==> src/rtl/sc_score_pkg.sv <==
// ----------------------------------------------------------------------------
// sc_score_pkg
// Shared definitions for the BCD score counter slice.
//   BCD_DIGIT_W  width of one BCD digit
//   BCD_MAX      largest legal digit value
//   bcd_digit_t  one BCD digit
//   clamp_step() limits a raw step value to a single BCD digit (0..9)
// ----------------------------------------------------------------------------
package sc_score_pkg;

    localparam int BCD_DIGIT_W = 4;

    typedef logic [BCD_DIGIT_W-1:0] bcd_digit_t;

    localparam bcd_digit_t BCD_MAX = 4'd9;

    // Any step above 9 cannot be a single BCD digit, so it is treated as 9.
    function automatic bcd_digit_t clamp_step(input logic [31:0] step);
        if (step > 32'(BCD_MAX)) begin
            return BCD_MAX;
        end
        return step[BCD_DIGIT_W-1:0];
    endfunction

endpackage

==> src/rtl/sc_scorecounter_if.sv <==
// ----------------------------------------------------------------------------
// sc_scorecounter_if
// Request/score bundle of the BCD score counter.
//   SC_SCORECOUNTER_clear_InHigh     clear score and flags
//   SC_SCORECOUNTER_upcount_InLow    add request, active low, edge-counted
//   SC_SCORECOUNTER_downcount_InLow  subtract request, active low, edge-counted
//   SC_SCORECOUNTER_step_InBUS       BCD amount per event
//   SC_SCORECOUNTER_data_OutBUS      BCD score, digit 0 in bits [3:0]
//   SC_SCORECOUNTER_overflow_Out     sticky overflow
//   SC_SCORECOUNTER_underflow_Out    sticky underflow
//   SC_SCORECOUNTER_highscore_OutBUS best score seen (only with
//                                    SC_SCORECOUNTER_HIGHSCORE_EN defined)
// Modports: master drives the requests, slave is the counter.
// ----------------------------------------------------------------------------
interface sc_scorecounter_if #(
    parameter int NUM_DIGITS = 3,
    parameter int STEP_WIDTH = 4
);
    import sc_score_pkg::*;

    logic                      SC_SCORECOUNTER_clear_InHigh;
    logic                      SC_SCORECOUNTER_upcount_InLow;
    logic                      SC_SCORECOUNTER_downcount_InLow;
    logic [STEP_WIDTH-1:0]     SC_SCORECOUNTER_step_InBUS;
    logic [4*NUM_DIGITS-1:0]   SC_SCORECOUNTER_data_OutBUS;
    logic                      SC_SCORECOUNTER_overflow_Out;
    logic                      SC_SCORECOUNTER_underflow_Out;
`ifdef SC_SCORECOUNTER_HIGHSCORE_EN
    logic [4*NUM_DIGITS-1:0]   SC_SCORECOUNTER_highscore_OutBUS;
`endif

    modport master (
        output SC_SCORECOUNTER_clear_InHigh,
        output SC_SCORECOUNTER_upcount_InLow,
        output SC_SCORECOUNTER_downcount_InLow,
        output SC_SCORECOUNTER_step_InBUS,
        input  SC_SCORECOUNTER_data_OutBUS,
        input  SC_SCORECOUNTER_overflow_Out,
        input  SC_SCORECOUNTER_underflow_Out
`ifdef SC_SCORECOUNTER_HIGHSCORE_EN
        , input SC_SCORECOUNTER_highscore_OutBUS
`endif
    );

    modport slave (
        input  SC_SCORECOUNTER_clear_InHigh,
        input  SC_SCORECOUNTER_upcount_InLow,
        input  SC_SCORECOUNTER_downcount_InLow,
        input  SC_SCORECOUNTER_step_InBUS,
        output SC_SCORECOUNTER_data_OutBUS,
        output SC_SCORECOUNTER_overflow_Out,
        output SC_SCORECOUNTER_underflow_Out
`ifdef SC_SCORECOUNTER_HIGHSCORE_EN
        , output SC_SCORECOUNTER_highscore_OutBUS
`endif
    );

endinterface

==> src/rtl/sc_bcddigit.sv <==
// ----------------------------------------------------------------------------
// sc_bcddigit
// Next-value logic for one registered BCD digit of the score.
//   digit_in   current digit (0..9)
//   operand    value added/subtracted at this digit (0..9)
//   cy_in      carry (add) or borrow (subtract) from the digit below
//   sub        1: subtract, 0: add
//   digit_nxt  corrected result digit, always 0..9
//   cy_out     carry/borrow into the digit above
// ----------------------------------------------------------------------------
module sc_bcddigit
    import sc_score_pkg::*;
(
    input  bcd_digit_t digit_in,
    input  bcd_digit_t operand,
    input  logic       cy_in,
    input  logic       sub,
    output bcd_digit_t digit_nxt,
    output logic       cy_out
);

    logic        [4:0] sum;
    logic signed [5:0] diff;
    logic              sum_cy;
    logic              diff_bw;

    always_comb begin
        sum     = {1'b0, digit_in} + {1'b0, operand} + {4'b0000, cy_in};
        diff    = $signed({2'b00, digit_in}) - $signed({2'b00, operand})
                - $signed({5'b00000, cy_in});
        // Decimal correction: above 9 wraps by -10, below 0 wraps by +10.
        sum_cy  = (sum > 5'd9);
        diff_bw = diff[5];
        digit_nxt = digit_in;
        cy_out    = 1'b0;
        if (sub) begin
            digit_nxt = diff_bw ? bcd_digit_t'(diff + 6'sd10) : diff[3:0];
            cy_out    = diff_bw;
        end else begin
            digit_nxt = sum_cy ? bcd_digit_t'(sum - 5'd10) : sum[3:0];
            cy_out    = sum_cy;
        end
    end

endmodule

==> src/rtl/sc_scorecounter.sv <==
// ----------------------------------------------------------------------------
// sc_scorecounter
// BCD score counter: one add/subtract of a BCD step per falling edge of the
// active-low requests, saturating (WRAP_MODE=0) or wrapping (WRAP_MODE=1) at
// the decimal limit, with sticky over/underflow flags.
//   SC_SCORECOUNTER_CLOCK_50      system clock
//   SC_SCORECOUNTER_RESET_InHigh  synchronous active-high reset
//   bus                           sc_scorecounter_if.slave (requests, score, flags)
// Optional macro SC_SCORECOUNTER_HIGHSCORE_EN adds the highscore output.
// ----------------------------------------------------------------------------
module sc_scorecounter
    import sc_score_pkg::*;
#(
    parameter int NUM_DIGITS = 3,
    parameter int WRAP_MODE  = 0,
    parameter int STEP_WIDTH = 4
) (
    input  logic                  SC_SCORECOUNTER_CLOCK_50,
    input  logic                  SC_SCORECOUNTER_RESET_InHigh,
    sc_scorecounter_if.slave      bus
);

    localparam int DATA_W = BCD_DIGIT_W * NUM_DIGITS;
    localparam logic [DATA_W-1:0] ALL_NINES = {NUM_DIGITS{BCD_MAX}};

    logic [DATA_W-1:0]   score_q;
    logic [DATA_W-1:0]   score_d;
    logic [DATA_W-1:0]   arith;
    logic [NUM_DIGITS:0] cy;
    logic                ovf_q, ovf_d;
    logic                unf_q, unf_d;
    logic                up_hist_q, dn_hist_q;
    logic                armed_q;
    bcd_digit_t          step_c;
    logic                up_ev, dn_ev, do_add, do_sub;

    // The history registers come out of reset at 1, which on its own would
    // count a request held low through reset on the first edge after it.
    // armed_q masks that single edge; by the next edge the history already
    // holds the low level, so a held request never counts.
    assign step_c = clamp_step(32'(bus.SC_SCORECOUNTER_step_InBUS));
    assign up_ev  = armed_q & up_hist_q & ~bus.SC_SCORECOUNTER_upcount_InLow;
    assign dn_ev  = armed_q & dn_hist_q & ~bus.SC_SCORECOUNTER_downcount_InLow;
    assign do_add = up_ev & ~dn_ev & (step_c != '0);
    assign do_sub = dn_ev & ~up_ev & (step_c != '0);
    assign cy[0]  = 1'b0;

    // Ripple carry/borrow chain; only digit 0 sees the step.
    for (genvar g = 0; g < NUM_DIGITS; g++) begin : g_digit
        sc_bcddigit u_digit (
            .digit_in  (score_q[g*BCD_DIGIT_W +: BCD_DIGIT_W]),
            .operand   ((g == 0) ? step_c : bcd_digit_t'(0)),
            .cy_in     (cy[g]),
            .sub       (do_sub),
            .digit_nxt (arith[g*BCD_DIGIT_W +: BCD_DIGIT_W]),
            .cy_out    (cy[g+1])
        );
    end

    always_comb begin
        score_d = score_q;
        ovf_d   = ovf_q;
        unf_d   = unf_q;
        if (bus.SC_SCORECOUNTER_clear_InHigh) begin
            score_d = '0;
            ovf_d   = 1'b0;
            unf_d   = 1'b0;
        end else if (do_add) begin
            score_d = arith;
            if (cy[NUM_DIGITS]) begin
                ovf_d = 1'b1;
                if (WRAP_MODE == 0) score_d = ALL_NINES;
            end
        end else if (do_sub) begin
            score_d = arith;
            if (cy[NUM_DIGITS]) begin
                unf_d = 1'b1;
                if (WRAP_MODE == 0) score_d = '0;
            end
        end
    end

    always_ff @(posedge SC_SCORECOUNTER_CLOCK_50) begin
        if (SC_SCORECOUNTER_RESET_InHigh) begin
            score_q   <= '0;
            ovf_q     <= 1'b0;
            unf_q     <= 1'b0;
            up_hist_q <= 1'b1;
            dn_hist_q <= 1'b1;
            armed_q   <= 1'b0;
        end else begin
            score_q   <= score_d;
            ovf_q     <= ovf_d;
            unf_q     <= unf_d;
            up_hist_q <= bus.SC_SCORECOUNTER_upcount_InLow;
            dn_hist_q <= bus.SC_SCORECOUNTER_downcount_InLow;
            armed_q   <= 1'b1;
        end
    end

    assign bus.SC_SCORECOUNTER_data_OutBUS   = score_q;
    assign bus.SC_SCORECOUNTER_overflow_Out  = ovf_q;
    assign bus.SC_SCORECOUNTER_underflow_Out = unf_q;

`ifdef SC_SCORECOUNTER_HIGHSCORE_EN
    // BCD digits order like binary, so a plain magnitude compare suffices.
    logic [DATA_W-1:0] hs_q;

    always_ff @(posedge SC_SCORECOUNTER_CLOCK_50) begin
        if (SC_SCORECOUNTER_RESET_InHigh) begin
            hs_q <= '0;
        end else if (score_d > hs_q) begin
            hs_q <= score_d;
        end
    end

    assign bus.SC_SCORECOUNTER_highscore_OutBUS = hs_q;
`endif

endmodule
==> src/flat_wrapper.sv <==
// flat-port wrapper written by rule: the top's interface ports become plain ports
module sc_scorecounter_flat import sc_score_pkg::*;
#(
    parameter int NUM_DIGITS = 3,
    parameter int WRAP_MODE  = 0,
    parameter int STEP_WIDTH = 4
)
  (SC_SCORECOUNTER_CLOCK_50, SC_SCORECOUNTER_RESET_InHigh, bus_SC_SCORECOUNTER_clear_InHigh, bus_SC_SCORECOUNTER_upcount_InLow, bus_SC_SCORECOUNTER_downcount_InLow, bus_SC_SCORECOUNTER_step_InBUS, bus_SC_SCORECOUNTER_data_OutBUS, bus_SC_SCORECOUNTER_overflow_Out, bus_SC_SCORECOUNTER_underflow_Out);
  sc_scorecounter_if #(.NUM_DIGITS(NUM_DIGITS), .STEP_WIDTH(STEP_WIDTH)) bus_i ();
  input  logic SC_SCORECOUNTER_CLOCK_50;
  input  logic SC_SCORECOUNTER_RESET_InHigh;
  input wire logic [$bits(bus_i.SC_SCORECOUNTER_clear_InHigh)-1:0] bus_SC_SCORECOUNTER_clear_InHigh;
  input wire logic [$bits(bus_i.SC_SCORECOUNTER_upcount_InLow)-1:0] bus_SC_SCORECOUNTER_upcount_InLow;
  input wire logic [$bits(bus_i.SC_SCORECOUNTER_downcount_InLow)-1:0] bus_SC_SCORECOUNTER_downcount_InLow;
  input wire logic [$bits(bus_i.SC_SCORECOUNTER_step_InBUS)-1:0] bus_SC_SCORECOUNTER_step_InBUS;
  output wire logic [$bits(bus_i.SC_SCORECOUNTER_data_OutBUS)-1:0] bus_SC_SCORECOUNTER_data_OutBUS;
  output wire logic [$bits(bus_i.SC_SCORECOUNTER_overflow_Out)-1:0] bus_SC_SCORECOUNTER_overflow_Out;
  output wire logic [$bits(bus_i.SC_SCORECOUNTER_underflow_Out)-1:0] bus_SC_SCORECOUNTER_underflow_Out;
  assign bus_i.SC_SCORECOUNTER_clear_InHigh = bus_SC_SCORECOUNTER_clear_InHigh;
  assign bus_i.SC_SCORECOUNTER_upcount_InLow = bus_SC_SCORECOUNTER_upcount_InLow;
  assign bus_i.SC_SCORECOUNTER_downcount_InLow = bus_SC_SCORECOUNTER_downcount_InLow;
  assign bus_i.SC_SCORECOUNTER_step_InBUS = bus_SC_SCORECOUNTER_step_InBUS;
  assign bus_SC_SCORECOUNTER_data_OutBUS = bus_i.SC_SCORECOUNTER_data_OutBUS;
  assign bus_SC_SCORECOUNTER_overflow_Out = bus_i.SC_SCORECOUNTER_overflow_Out;
  assign bus_SC_SCORECOUNTER_underflow_Out = bus_i.SC_SCORECOUNTER_underflow_Out;
  sc_scorecounter #(.NUM_DIGITS(NUM_DIGITS), .WRAP_MODE(WRAP_MODE), .STEP_WIDTH(STEP_WIDTH)) u_core (.SC_SCORECOUNTER_CLOCK_50(SC_SCORECOUNTER_CLOCK_50), .SC_SCORECOUNTER_RESET_InHigh(SC_SCORECOUNTER_RESET_InHigh), .bus(bus_i));
endmodule
==> config.mk <==
export PLATFORM = sky130hd
export DESIGN_NAME = sc_scorecounter_flat
export DESIGN_NICKNAME = d
export VERILOG_FILES = /design/src/rtl/sc_score_pkg.sv /design/src/rtl/sc_scorecounter_if.sv /design/src/rtl/sc_bcddigit.sv /design/src/rtl/sc_scorecounter.sv /design/src/flat_wrapper.sv
export SDC_FILE = /design/constraint.sdc
export NUM_CORES = 1
export LEC_CHECK = 0
export CORE_MARGIN = 2
export CORE_UTILIZATION = 61
export DETAILED_ROUTE_END_ITERATION = 16
export PLACE_DENSITY = 0.86
export SYNTH_ARGS = -nofsm -noshare
export SYNTH_HDL_FRONTEND = slang
export SYNTH_SLANG_ARGS = --single-unit
==> constraint.sdc <==
create_clock -name SC_SCORECOUNTER_CLOCK_50 -period 9 [get_ports SC_SCORECOUNTER_CLOCK_50]
set_input_delay 1.8 -clock SC_SCORECOUNTER_CLOCK_50 [delete_from_list [all_inputs] [get_ports SC_SCORECOUNTER_CLOCK_50]]
set_output_delay 1.8 -clock SC_SCORECOUNTER_CLOCK_50 [all_outputs]
set_load 0.03 [all_outputs]
Word-level counts from Yosys, hierarchy flattened:

Index checks and enable logic that the tools add are counted.
Widths: inputs -> output; s select.

* output and inout bits: 14
* logic and storage cells: 60
* input bits: 9
* register bits: 17

* $add $sub $neg: 12
* mux-type cells: 20
* reduce and logical (&&, ||, !) cells: 5
* order comparisons: 4
* bitwise operators: 13

Operators with widths (count)
* $mux 12: 4
* $mux 4: 11
* $gt 5x4->1 const B: 3
* $add 4x4->4 const B: 3
* $sub 4x4->4 const B: 3
* $add 4x1->5: 2
* $sub 4x1->5: 2
* $and 1x1->1: 8
* $add 4x4->5: 1
* $mux 1: 5
* $not 1->1: 5
* $sub 4x4->5: 1
* $gt 4x4->1 const B: 1
* $reduce_bool 4->1: 1
* $reduce_and 3->1: 1
* $reduce_and 2->1: 1
* $reduce_bool 2->1: 1
* $reduce_or 2->1: 1

Longest topological paths before layout:

* depth in word-level cells: 16
* depth in mapped cells: 27
* gate-level depth less buffers: 27

Hierarchy:

A second synthesis with hierarchy kept.

* cell total of the unflattened synthesis: 276
* area total of the unflattened synthesis: 2423.6 µm²

Modules (own cells, without submodules)
* sc_bcddigit: area each 540.5 µm², instances 3, seq. area each 0.0 µm², cells each 66
* sc_scorecounter: area each 802.0 µm², instances 1, seq. area each 340.3 µm², cells each 78

Worst setup path before layout:

OpenSTA, ideal clock, no wires.

* path type: input-to-reg
* from: input port bus_SC_SCORECOUNTER_step_InBUS[1]
* to: register u_core.score_q[3] (netlist: u_core.bus.SC_SCORECOUNTER_data_OutBUS[3])
* path slack: 2497 ps
* stages: 26
* data required time: 8925 ps
* path buffers: 1
* arrival: 6428 ps
* library setup time: 75 ps
* cells stage by stage: o21ai_0 nand2b_1 ha_1 inv_1 fa_1 xor2_1 inv_1 nand2_1 nor3b_1 nor3_1 a21oi_1 ha_1 ha_1 buf_2 nand2b_1 a31oi_1 o41ai_1 ha_1 ha_1 xnor2_1 ha_1 and2_1 a2111oi_0 o21ai_1 a21boi_0 o22ai_1

* longest elaborated chain between the ends: 15
* elaborated cells on any way between the ends: 28
* those cells by class: add/sub: 8; order compare: 4; mux: 12; bitwise: 2; reduce/logical: 2

RTL lines
* from (decl): RTL line flat_wrapper.sv:15 `input wire logic [$bits(bus_i.SC_SCORECOUNTER_step_InBUS)-1:0] bus_SC_SCORECOUNTER_step_InBUS;`
* $gt 4x4->1: RTL line sc_score_pkg.sv:19 `if (step > 32'(BCD_MAX)) begin`
* $mux 1: RTL line sc_score_pkg.sv:19
* $mux 4 *: RTL line sc_score_pkg.sv:22 `return step[BCD_DIGIT_W-1:0];`
* $add 4x4->5 or $reduce_bool 4->1 (tied branches): RTL line sc_bcddigit.sv:28, sc_scorecounter.sv:44, sc_scorecounter.sv:45
* $gt 5x4->1 or $and 1x1->1 (tied branches): RTL line sc_bcddigit.sv:32, sc_scorecounter.sv:45
* $mux 1: RTL line sc_bcddigit.sv:36 `if (sub) begin`
* $add 4x1->5: RTL line sc_bcddigit.sv:28 `sum = {1'b0, digit_in} + {1'b0, operand} + {4'b0000, cy_in};`
* $gt 5x4->1: RTL line sc_bcddigit.sv:32 `sum_cy = (sum > 5'd9);`
* $mux 1: RTL line sc_bcddigit.sv:36
* $add 4x1->5: RTL line sc_bcddigit.sv:28
* $gt 5x4->1: RTL line sc_bcddigit.sv:32
* $mux 1: RTL line sc_bcddigit.sv:36
* $mux 12: RTL line sc_scorecounter.sv:76 `if (cy[NUM_DIGITS]) begin`
* $mux 12: RTL line sc_scorecounter.sv:74 `end else if (do_sub) begin`
* $mux 12: RTL line sc_scorecounter.sv:68 `end else if (do_add) begin`
* to (signal assigned): RTL line sc_scorecounter.sv:92 `score_q <= score_d;`
* to (decl): RTL line sc_scorecounter.sv:26 `logic [DATA_W-1:0] score_q;`

Mark *: on every way between the ends. The rest lies on a longest branch, timed or not. The select of a mux whose other input is x is not followed.
A chain may end at the register's enable or synchronous reset.

Worst setup path after layout:

* from: input port bus_SC_SCORECOUNTER_step_InBUS[3]
* to: register u_core.score_q[3] (netlist: u_core.bus.SC_SCORECOUNTER_data_OutBUS[3])

The elaborated chain is that of the path after synthesis.

==> run metrics <==
run status=completed; Yosys cell types=61; die area=~3700 µm²; vias in the first global route=1,753; first-pass GRT wire length=7620 µm; adder-cell share of the synthesized area=15.8%; footprint of the multi-input gates=around 1500 µm²; clock slew seen by the registers of the worst setup and hold paths=0.10 ns; CTS buffer count=3; Fmax=0.130 GHz; combinational fraction of design power=37.4%; initial antenna violation count=0; routed len/inst=14.6 µm; critical path class=input pin to register; Power Dens Cells=85.5 nW/µm²; Peak VDD IR=approximately 0.11 mV; Mean Syn Cell Area=7.83 µm²; ANT nets after route=0; CP Launch Type=input pin; Fill cells=roughly 260; synthesized area=~2000 µm²; Post-Syn Nets=288; sw power=0.0665 mW; Sink Count=17; mux contribution to synthesized area=0.564%; asr flop ratio synth=0%; Setup TNS Final=0 ns; r2r startpoint=u_core.bus.SC_SCORECOUNTER_data_OutBUS[2]; Placer Congestion=0.954; FP Rows=20; Initial DRC Count=155; Yosys warnings=0; RSZ-0062 raised after global routing=no; top post-synthesis cells by area=dfxtp_1 17%, ha_1 14%, inv_1 4.5%; dpl hpwl=approximately 3500 µm; Yosys top cell area share=17.0%; CP cell instances=clkdlybuf4s50_1, inv_1, nand2_1, ha_1, nor3b_1, nor4_1, nor3b_1, nor3_1, a21oi_1, ha_1, ha_1, nand2b_1, a31oi_1, o41ai_1, ha_1, ha_1, xnor2_1, ha_1, and2_1, a2111oi_0, o21ai_1, a21boi_0, o22ai_1; Most used DFF post-synth=dfxtp_1; max-capacitance violation count=0; post-synthesis register bit count=17; register share of total power=41.1%; worst slew pin tran=0.724 ns; post-synthesis xor/xnor area fraction=5.95%; final worst path period need=7.70 ns; Crit. Startpoint=bus_SC_SCORECOUNTER_step_InBUS[3]; final setup vio count=0; fin area=2250 µm²; CTS tree=done; hold_buf cts=0; Compound-Gate Fraction of Synth Area=between 20% and 30%; fin crit share=a little under nine tenths; sw frac=34.5%; Final Skew=0.00102 ns; Slew Limit Fails=0; sequential element share of the synthesized area=17.0%; Area growth syn-to-layout=12.9%; Clock power frac=21.6%; final WL=between 4000 and 5000 µm; htree depth=1; Global Route Usage Sum=26.2%; Die Span Y=61.2 µm; critical path capture point type=register; clock buffer depth=2; final hold vios=0; R2R cell count=20; crit path capture=u_core.bus.SC_SCORECOUNTER_data_OutBUS[3]; via count=~1,900; Yosys top cell by area=dfxtp_1; Reg2Reg Setup Slack=3.20 ns; # resized after CTS=0; setup ws final=1.30 ns; number of synthesized flops with an enable pin=0; I/O pin total=23; DRC=0; r2r endpoint=u_core.bus.SC_SCORECOUNTER_data_OutBUS[3]; Final nets=approximately 300; Inserted Diodes=0; pre-CTS setup slack=1.26 ns; first drt pass iteration count=4; layout cell share with drive strength beyond 1=5.93%; most frequent CP cell=ha_1; largest net degree at the start of global routing=18; global route overflow=0; Clk Latency, worst-skew pair=between 0.2 and 0.3 ns; critical path's slowest cell=nor4_1; FF+latch area=340 µm²; Crit Path Max Fanout=10; Synth Instances=255; total core area=3080 µm²; CP max stage delay=0.62 ns; HP Class=register to register; Initial Util=between 60% and 70%; drt via density=a little over 6; Req. time, crit path=9.22 ns; PortBufs=22; internal power=0.126 mW; Leak Pwr=0.830 nW; setup bufs post-CTS=0; largest family of logic cells by synthesized area=compound AO/OA/AOI/OAI gates; DP Area=~2200 µm²; Rel. slew slack=51.3%; Post-Synth Simple-Gate Area=26.5%; clock root buffer=clkbuf_4; die width=61.2 µm; arrival time worst endpoint=7.91 ns
[flip-flops by register name (all words and copies together), names as in the netlist]
name	flops
u_core.bus.SC_SCORECOUNTER_underflow_Out	1
u_core.bus.SC_SCORECOUNTER_data_OutBUS	12
u_core.dn_hist_q	1
u_core.armed_q	1
u_core.up_hist_q	1
u_core.bus.SC_SCORECOUNTER_overflow_Out	1
[layout by cell type (no fill, tap or decap), types with 3 or more instances in the layout]
cell / n
o21ai_0: 7
o2111ai_1: 3
a31oi_1: 7
ha_1: 22
nor3_1: 6
o311ai_0: 3
xor2_1: 3
or2_2: 3
clkbuf_4: 3
nand3_1: 9
nand2b_1: 12
o211ai_1: 6
xnor2_1: 8
a21oi_1: 14
nand4_1: 4
nand2_1: 22
dfxtp_1: 17
clkdlybuf4s50_1: 22
nor2_1: 9
inv_1: 24
nor2b_1: 4
nor3b_1: 4
nand3b_1: 5
and2_1: 4
[how the worst min path moves through the flow]
| stage | startpoint | to | cells after the start |
|---|---|---|---|
| 2_1_floorplan | u_core.bus.SC_SCORECOUNTER_overflow_Out | u_core.bus.SC_SCORECOUNTER_overflow_Out | 2 |
| 3_3_place_gp | u_core.bus.SC_SCORECOUNTER_overflow_Out | u_core.bus.SC_SCORECOUNTER_overflow_Out | 2 |
| 3_5_place_dp | u_core.bus.SC_SCORECOUNTER_overflow_Out | u_core.bus.SC_SCORECOUNTER_overflow_Out | 2 |
| 4_1_cts | u_core.bus.SC_SCORECOUNTER_overflow_Out | u_core.bus.SC_SCORECOUNTER_overflow_Out | 2 |
| 5_1_grt | u_core.bus.SC_SCORECOUNTER_overflow_Out | u_core.bus.SC_SCORECOUNTER_overflow_Out | 2 |
| 6_report | u_core.bus.SC_SCORECOUNTER_overflow_Out | u_core.bus.SC_SCORECOUNTER_overflow_Out | 2 |
[stage by stage]
step / util (%) / instances / total power [mW] / hold slack, ns
after detailed placement: 72.4 / 310 / 0.152 / 0.444
after CTS: 73.3 / 314 / 0.193 / 0.460
final: 73.3 / 314 / 0.193 / 0.461
after global routing: 73.3 / 314 / 0.204 / 0.494
after global placement: 72.4 / 310 / 0.150 / 0.455
after floorplan: - / 255 / 0.133 / 0.571
[synthesized netlist by cell type, types with 4 or more instances]
master	instances
inv_1	24
ha_1	22
nand2_1	22
dfxtp_1	17
a21oi_1	14
nand2b_1	12
nand3_1	9
nor2_1	9
xnor2_1	8
a31oi_1	7
o21ai_0	7
clkbuf_1	6
nor3_1	6
o211ai_1	6
buf_2	5
nand3b_1	5
and2_1	4
nand4_1	4
nor2b_1	4
nor3b_1	4
[area by class of cell]
class / count / area share [%]
inverters: 24 / 4.00
repair buffers: 23 / 10.1
flip-flops and latches: 17 / 15.1
multi-input cells: 202 / 67.2
well taps: 44 / 2.44
clock buffers: 4 / 1.17
[power by group through the flow]
stage	Combinational, mW	Sequential [mW]	Clock, mW
after floorplan	0.0505	0.0823	0
after global placement	0.0694	0.0809	0
after detailed placement	0.0711	0.0809	0
after CTS	0.0715	0.0792	0.0420
after global routing	0.0802	0.0795	0.0440
final	0.0720	0.0792	0.0416
[routing by layer]
metal	routed length [µm]	up-vias	track usage, %
met1	2070	890	36.4
met4	36	0	6.52
met3	309	5	2.73
met2	2160	72	43.8
met5	0	-	0
li1	-	969	-
[kinds of logic after synthesis]
| family | after synthesis |
|---|---|
| adders and majority gates | 24 |
| xor gates and xnor gates | 12 |
| AOI/OAI and AO/OA | 72 |
| and+or+nand+nor | 93 |
| buffers and inverters | 36 |
| DFF | 17 |
| muxes | 1 |
[worst max-delay path, delay by kind of cell]
family          cells  cell delay (ns)
compound gates      7             1.83
fa+ha+maj           6             2.05
simple gates        7             1.43
xor+xnor            1             0.13
buf+inv             2             0.65
(Power assumes the default switching activity.)
